File: src/rtl/hazard_controller.sv
// hazard_controller: load-use stall, taken-branch flush, memory-wait freeze,
// registered EX operand-forward selects and saturating stall/flush counters
// for a 5-stage RV32I pipeline.
module hazard_controller #(
    parameter int CNT_W = 16
) (
    input  logic             clk,
    input  logic             reset2,
    input  logic             id_valid,
    input  logic [6:0]       id_opcode,
    input  logic [4:0]       id_rd,
    input  logic [4:0]       id_rs1,
    input  logic [4:0]       id_rs2,
    input  logic             ex_taken,
    input  logic             mem_ready,
    output logic             pc_we,
    output logic             ifid_we,
    output logic             ifid_flush,
    output logic             idex_we,
    output logic             idex_bubble,
    output logic             exmem_we,
    output logic [1:0]       rs1_src,
    output logic [1:0]       rs2_src,
    output logic             busy,
    output logic [CNT_W-1:0] stall_cnt,
    output logic [CNT_W-1:0] flush_cnt
);

    localparam logic [6:0] OPC_LOAD   = 7'b0000011;
    localparam logic [6:0] OPC_STORE  = 7'b0100011;
    localparam logic [6:0] OPC_BRANCH = 7'b1100011;
    localparam logic [6:0] OPC_OPIMM  = 7'b0010011;
    localparam logic [6:0] OPC_OP     = 7'b0110011;
    localparam logic [6:0] OPC_LUI    = 7'b0110111;
    localparam logic [6:0] OPC_AUIPC  = 7'b0010111;
    localparam logic [6:0] OPC_JAL    = 7'b1101111;
    localparam logic [6:0] OPC_JALR   = 7'b1100111;

    // Tracking state for EX (e_*) and MEM (m_*) plus registered selects/counters
    logic [4:0]       e_rd_q, e_rd_d, m_rd_q, m_rd_d;
    logic             e_wr_q, e_wr_d, m_wr_q, m_wr_d;
    logic             e_ld_q, e_ld_d, m_ld_q, m_ld_d;
    logic [1:0]       rs1_src_q, rs1_src_d, rs2_src_q, rs2_src_d;
    logic [CNT_W-1:0] stall_cnt_q, stall_cnt_d, flush_cnt_q, flush_cnt_d;

    logic writes, uses_rs1, uses_rs2, is_load;
    logic mem_wait, lu;

    // Saturating increment: holds at all-ones
    function automatic logic [CNT_W-1:0] sat_inc(input logic [CNT_W-1:0] v);
        return (&v) ? v : v + CNT_W'(1);
    endfunction

    // Nearest producer wins; x0 and unused operands always read the register file
    function automatic logic [1:0] fwd_sel(input logic used, input logic [4:0] rs,
                                           input logic [4:0] erd, input logic ewr,
                                           input logic [4:0] mrd, input logic mwr,
                                           input logic mld);
        if (!used || rs == 5'd0) return 2'd0;
        if (ewr && erd == rs)    return 2'd1;
        if (mwr && mrd == rs)    return mld ? 2'd3 : 2'd2;
        return 2'd0;
    endfunction

    // Decode register usage of the ID instruction
    always_comb begin
        writes   = 1'b0;
        uses_rs1 = 1'b0;
        uses_rs2 = 1'b0;
        is_load  = 1'b0;
        if (id_valid) begin
            case (id_opcode)
                OPC_LOAD:   begin writes = 1'b1; uses_rs1 = 1'b1; is_load = 1'b1; end
                OPC_STORE,
                OPC_BRANCH: begin uses_rs1 = 1'b1; uses_rs2 = 1'b1; end
                OPC_OPIMM,
                OPC_JALR:   begin writes = 1'b1; uses_rs1 = 1'b1; end
                OPC_OP:     begin writes = 1'b1; uses_rs1 = 1'b1; uses_rs2 = 1'b1; end
                OPC_LUI,
                OPC_AUIPC,
                OPC_JAL:    writes = 1'b1;
                default:    ;
            endcase
        end
    end

    assign mem_wait = m_ld_q & ~mem_ready;
    assign lu = id_valid & e_ld_q & (e_rd_q != 5'd0) &
                ((uses_rs1 & (id_rs1 == e_rd_q)) | (uses_rs2 & (id_rs2 == e_rd_q)));

    // Prioritised pipeline control and next-state for tracking, selects and counters
    always_comb begin
        pc_we       = 1'b1;
        ifid_we     = 1'b1;
        ifid_flush  = 1'b0;
        idex_we     = 1'b1;
        idex_bubble = 1'b0;
        exmem_we    = 1'b1;
        e_rd_d      = e_rd_q;
        e_wr_d      = e_wr_q;
        e_ld_d      = e_ld_q;
        m_rd_d      = m_rd_q;
        m_wr_d      = m_wr_q;
        m_ld_d      = m_ld_q;
        rs1_src_d   = rs1_src_q;
        rs2_src_d   = rs2_src_q;
        stall_cnt_d = stall_cnt_q;
        flush_cnt_d = flush_cnt_q;
        if (reset2) begin
            pc_we       = 1'b0;
            ifid_we     = 1'b0;
            idex_we     = 1'b0;
            exmem_we    = 1'b0;
            ifid_flush  = 1'b1;
            idex_bubble = 1'b1;
            e_rd_d      = 5'd0;
            e_wr_d      = 1'b0;
            e_ld_d      = 1'b0;
            m_rd_d      = 5'd0;
            m_wr_d      = 1'b0;
            m_ld_d      = 1'b0;
            rs1_src_d   = 2'd0;
            rs2_src_d   = 2'd0;
            stall_cnt_d = '0;
            flush_cnt_d = '0;
        end else if (mem_wait) begin
            // Freeze everything; a pending taken branch is held by EX until release
            pc_we       = 1'b0;
            ifid_we     = 1'b0;
            idex_we     = 1'b0;
            exmem_we    = 1'b0;
            stall_cnt_d = sat_inc(stall_cnt_q);
        end else begin
            m_rd_d = e_rd_q;
            m_wr_d = e_wr_q;
            m_ld_d = e_ld_q;
            if (ex_taken || lu) begin
                // Flush outranks load-use: only the flush is counted
                idex_bubble = 1'b1;
                e_rd_d      = 5'd0;
                e_wr_d      = 1'b0;
                e_ld_d      = 1'b0;
                rs1_src_d   = 2'd0;
                rs2_src_d   = 2'd0;
                if (ex_taken) begin
                    ifid_flush  = 1'b1;
                    flush_cnt_d = sat_inc(flush_cnt_q);
                end else begin
                    pc_we       = 1'b0;
                    ifid_we     = 1'b0;
                    stall_cnt_d = sat_inc(stall_cnt_q);
                end
            end else begin
                e_rd_d    = id_rd;
                e_wr_d    = writes;
                e_ld_d    = is_load;
                rs1_src_d = fwd_sel(uses_rs1, id_rs1, e_rd_q, e_wr_q, m_rd_q, m_wr_q, m_ld_q);
                rs2_src_d = fwd_sel(uses_rs2, id_rs2, e_rd_q, e_wr_q, m_rd_q, m_wr_q, m_ld_q);
            end
        end
    end

    // State register
    always_ff @(posedge clk) begin
        e_rd_q      <= e_rd_d;
        e_wr_q      <= e_wr_d;
        e_ld_q      <= e_ld_d;
        m_rd_q      <= m_rd_d;
        m_wr_q      <= m_wr_d;
        m_ld_q      <= m_ld_d;
        rs1_src_q   <= rs1_src_d;
        rs2_src_q   <= rs2_src_d;
        stall_cnt_q <= stall_cnt_d;
        flush_cnt_q <= flush_cnt_d;
    end

    assign busy      = (lu | mem_wait) & ~reset2;
    assign rs1_src   = rs1_src_q;
    assign rs2_src   = rs2_src_q;
    assign stall_cnt = stall_cnt_q;
    assign flush_cnt = flush_cnt_q;

endmodule

File: config.mk
export PLATFORM = sky130hd
export DESIGN_NAME = hazard_controller
export DESIGN_NICKNAME = d
export VERILOG_FILES = /design/src/rtl/hazard_controller.sv
export SDC_FILE = /design/constraint.sdc
export NUM_CORES = 1
export LEC_CHECK = 0
export ABC_AREA = 1
export ABC_CLOCK_PERIOD_IN_PS = 7350
export CAP_MARGIN = 0
export CORE_UTILIZATION = 40
export CTS_CLUSTER_SIZE = 12
export DETAILED_ROUTE_END_ITERATION = 7
export PLACE_DENSITY = 0.66
export SLEW_MARGIN = 20
export SYNTH_ARGS = -nofsm -noshare
export SYNTH_HDL_FRONTEND = slang
export SYNTH_SLANG_ARGS = --single-unit
File: constraint.sdc
create_clock -name clk -period 7.35 [get_ports clk]
set_clock_uncertainty 0.2 [all_clocks]
set_input_delay 1.8375 -clock clk [delete_from_list [all_inputs] [get_ports clk]]
set_output_delay 1.8375 -clock clk [all_outputs]
set_load 0.02 [all_outputs]
==> impl_metrics.env <==
export IMPL_grt_pass1_vias=2730
export IMPL_antenna_found_initial=0
export IMPL_holdPathEnd="rs2_src[1]"
export IMPL_start_kind="input port"
export IMPL_p_seq_share_pct=55.3
export IMPL_vias_per_cell=4.99
export IMPL_min_path_type="reg2reg"
export IMPL_grt_setup_unrepaired="false"
export IMPL_drtIter0Drc=69
export IMPL_slew_headroom_pct=59.4
export IMPL_drtAntennaViolNets=0
export IMPL_cts_clk_slew_worst_paths_ps=90
export IMPL_worstHoldStart="rs2_src[1]"
export IMPL_avgSynthCellArea_um2=7.15
export IMPL_wl_mm=7.65
export IMPL_ff2ff_path_depth=7
export IMPL_worst_slew_pin_slew_ps=608
export IMPL_synth_edff_count=0
export IMPL_netlist_area_um2=3070
export IMPL_synth_area_top_cells="dfxtp_1, nand2_1, nor2_1"
export IMPL_worstSkewPairLatency_ps=310
export IMPL_start_util_pct=41.9
export IMPL_synth_seq_area_share_pct=32.6
export IMPL_dieArea_um2=8040
export IMPL_post_cts_resized=0
export IMPL_cap_violations=0
export IMPL_antennaDiodeCount=0
export IMPL_grt_max_degree=37
export IMPL_fin_util_pct=53.3
export IMPL_p_leak_nw=1.35
export IMPL_r2r_end="stall_cnt[9]"
export IMPL_nets=523
export IMPL_dr_pass1_iters=4
export IMPL_tritoncts="yes"
export IMPL_rows=31
export IMPL_drc=0
export IMPL_endpoint_kind="output port"
export IMPL_synthFlopType="dfxtp_1"
export IMPL_fmax_mhz=167
export IMPL_status="complete, no violations"
export IMPL_areaGrowthSynthToFinish_pct=27.0
export IMPL_cts_inserted_buffers=5
export IMPL_combPwrFrac_pct=11.5
export IMPL_clockRootBuffer="clkbuf_8"
export IMPL_path_max_fanout=10
export IMPL_synthArstFlopShare_pct=0
export IMPL_hold_depth=2
export IMPL_io_buffers=69
export IMPL_avgRoutedWirePerCell_um=12.9
export IMPL_r2r_start="stall_cnt[0]"
export IMPL_yosysTopAreaCellShare_pct=32.6
export IMPL_finalSetupViolCount=0
export IMPL_ctsHoldBuffers=0
export IMPL_grt_overflow=0
export IMPL_drive_above_1_share_pct=13.3
export IMPL_vias=2964
export IMPL_min_period_ps=6000
export IMPL_coreArea_um2=7330
export IMPL_gp_congestion=0.871
export IMPL_arrival_ps=3970
export IMPL_die_height_um=89.7
export IMPL_criticalPathCategory="in2out"
export IMPL_fin_crit_sh_pct=81.7
export IMPL_clock_sinks=50
export IMPL_synth_yosys_warnings=0
export IMPL_ys_ff_latch=50
export IMPL_peakVddDrop_v=0.0000739
export IMPL_setup_tns_final_ps=0
export IMPL_power_density_nw_per_um2=129
export IMPL_grt_first_pass_wirelength_mm=12.3
export IMPL_slew_violations=0
export IMPL_io_pins=70
export IMPL_clock_path_buffers=2
export IMPL_clock_power_share_pct=33.2
export IMPL_p_sw_mw=0.133
export IMPL_power_internal_mw=0.369
export IMPL_rrSetupSlack_ps=5130
export IMPL_n_fill_cell=709
export IMPL_dp_hpwl_mm=5.66
export IMPL_h_tree_depth=2
export IMPL_critPathRequiredTime_ps=5310
export IMPL_grtUsageTotal_pct=19.9
export IMPL_regArea_um2=1000
export IMPL_yosysTopAreaCell="dfxtp_1"
export IMPL_syn_inst=430
export IMPL_die_w_um=89.7
export IMPL_finalHoldViolCount=0
export IMPL_postCtsSetupRepairBufs=0
export IMPL_syn_num_nets=459
export IMPL_p_sw_share_pct=26.6
export IMPL_multiInputGateArea_um2=1840
export IMPL_ys_types=42
==> worst max-delay path by stage <==
| stage | from | to | slack, ps | depth (start not counted) |
|---|---|---|---|---|
| after floorplan | id_opcode[1] | pc_we | 2080 | 13 |
| after global placement | id_valid | idex_bubble | 1370 | 8 |
| after detailed placement | id_opcode[2] | idex_bubble | 1330 | 12 |
| after CTS | id_opcode[2] | idex_bubble | 1330 | 12 |
| after global routing | id_opcode[2] | idex_bubble | 1130 | 12 |
| final | id_opcode[2] | idex_bubble | 1350 | 12 |
==> power by group through the flow <==
stage	registers [mW]	clock network [mW]	logic, mW
4_1_cts	0.278	0.174	0.0584
2_1_floorplan	0.284	0	0.0293
6_report	0.278	0.167	0.0579
3_3_place_gp	0.284	0	0.0576
5_1_grt	0.278	0.184	0.0639
3_5_place_dp	0.284	0	0.0582
==> layout by cell type, fill, tap and decap left out, types with 2 or more instances in the layout <==
cell	synthesis	final
clkdlybuf4s50_1	0	69
nand4_1	5	5
nor2_2	4	4
nor4_1	4	4
a21oi_2	10	10
nor3_1	9	9
nor2_1	55	55
o211ai_1	3	3
nand2_2	13	13
inv_1	30	30
nand3b_1	2	2
dfxtp_1	50	50
a21oi_1	31	31
nand3_2	9	9
nand2_4	2	2
clkbuf_8	0	5
buf_4	3	2
xnor2_1	18	18
o21ai_0	16	16
nor3_2	2	2
inv_2	9	9
o2111ai_1	2	2
xor2_1	13	13
ha_1	2	2
nand2_1	85	85
nand3_1	29	29
==> per-layer routing <==
layer	vias up	global-route usage [%]	share of wire (%)
met5	-	0	0
li1	1537	-	-
met4	0	7.65	2.3
met1	1350	24.6	47
met2	65	34.6	47
met3	12	3.11	3.8
==> kinds of logic (layout without fill, tap and decap cells) <==
logic type	count (synthesis)	count (layout)	synth area share, %
simple gates	226	226	36.7
fa+ha+maj	2	2	0.814
buf+inv	53	118	7.69
flops	50	50	32.6
compound gates	68	68	13.4
xor+xnor	31	31	8.83
==> synth_stat cells, types with 4 or more instances <==
cell,n
nor3_1,9
nand3_2,9
inv_2,9
nor4_1,4
xor2_1,13
o21ai_0,16
nand2_2,13
inv_1,30
dfxtp_1,50
nor2_1,55
nand2_1,85
xnor2_1,18
a21oi_1,31
nor2_2,4
nand3_1,29
a21oi_2,10
nand4_1,5
clkbuf_1,6
==> flip-flops by register name (all words and copies together), names as in the netlist <==
name / flops
e_ld_q: 1
e_rd_q: 5
e_wr_q: 1
flush_cnt: 16
m_ld_q: 1
m_rd_q: 5
m_wr_q: 1
rs1_src: 2
rs2_src: 2
stall_cnt: 16
==> per-stage QoR <==
stage / hold slack, ps / setup WS, ps / cells / power (mW) / area (um2)
global route: 297 / 1130 / 594 / 0.526 / 3900
CTS: 272 / 1330 / 594 / 0.510 / 3900
detailed placement: 259 / 1330 / 586 / 0.342 / 3810
floorplan: 241 / 2080 / 430 / 0.314 / 3070
finish: 270 / 1350 / 594 / 0.502 / 3900
global placement: 253 / 1370 / 586 / 0.342 / 3810
==> layout make-up <==
type	instances	area share, %
inverters	39	3.75
well taps	99	3.17
clock inverters	3	0.545
multi-input cells	327	47.1
flip-flops and latches	50	25.6
clock buffers	5	1.76
repair buffers	71	18.1
==> worst max-delay path, cell delays in order <==
cell             delay (ps)
clkdlybuf4s50_1         490
inv_1                    40
nor2_1                   80
nand2_1                  70
nor2_1                  120
nor2_2                   50
nand2_1                 100
nand3_2                 100
nand2_4                 100
a21oi_4                 100
o21ai_1                 230
clkdlybuf4s50_1         640
Power figures use the tool's default switching activity.
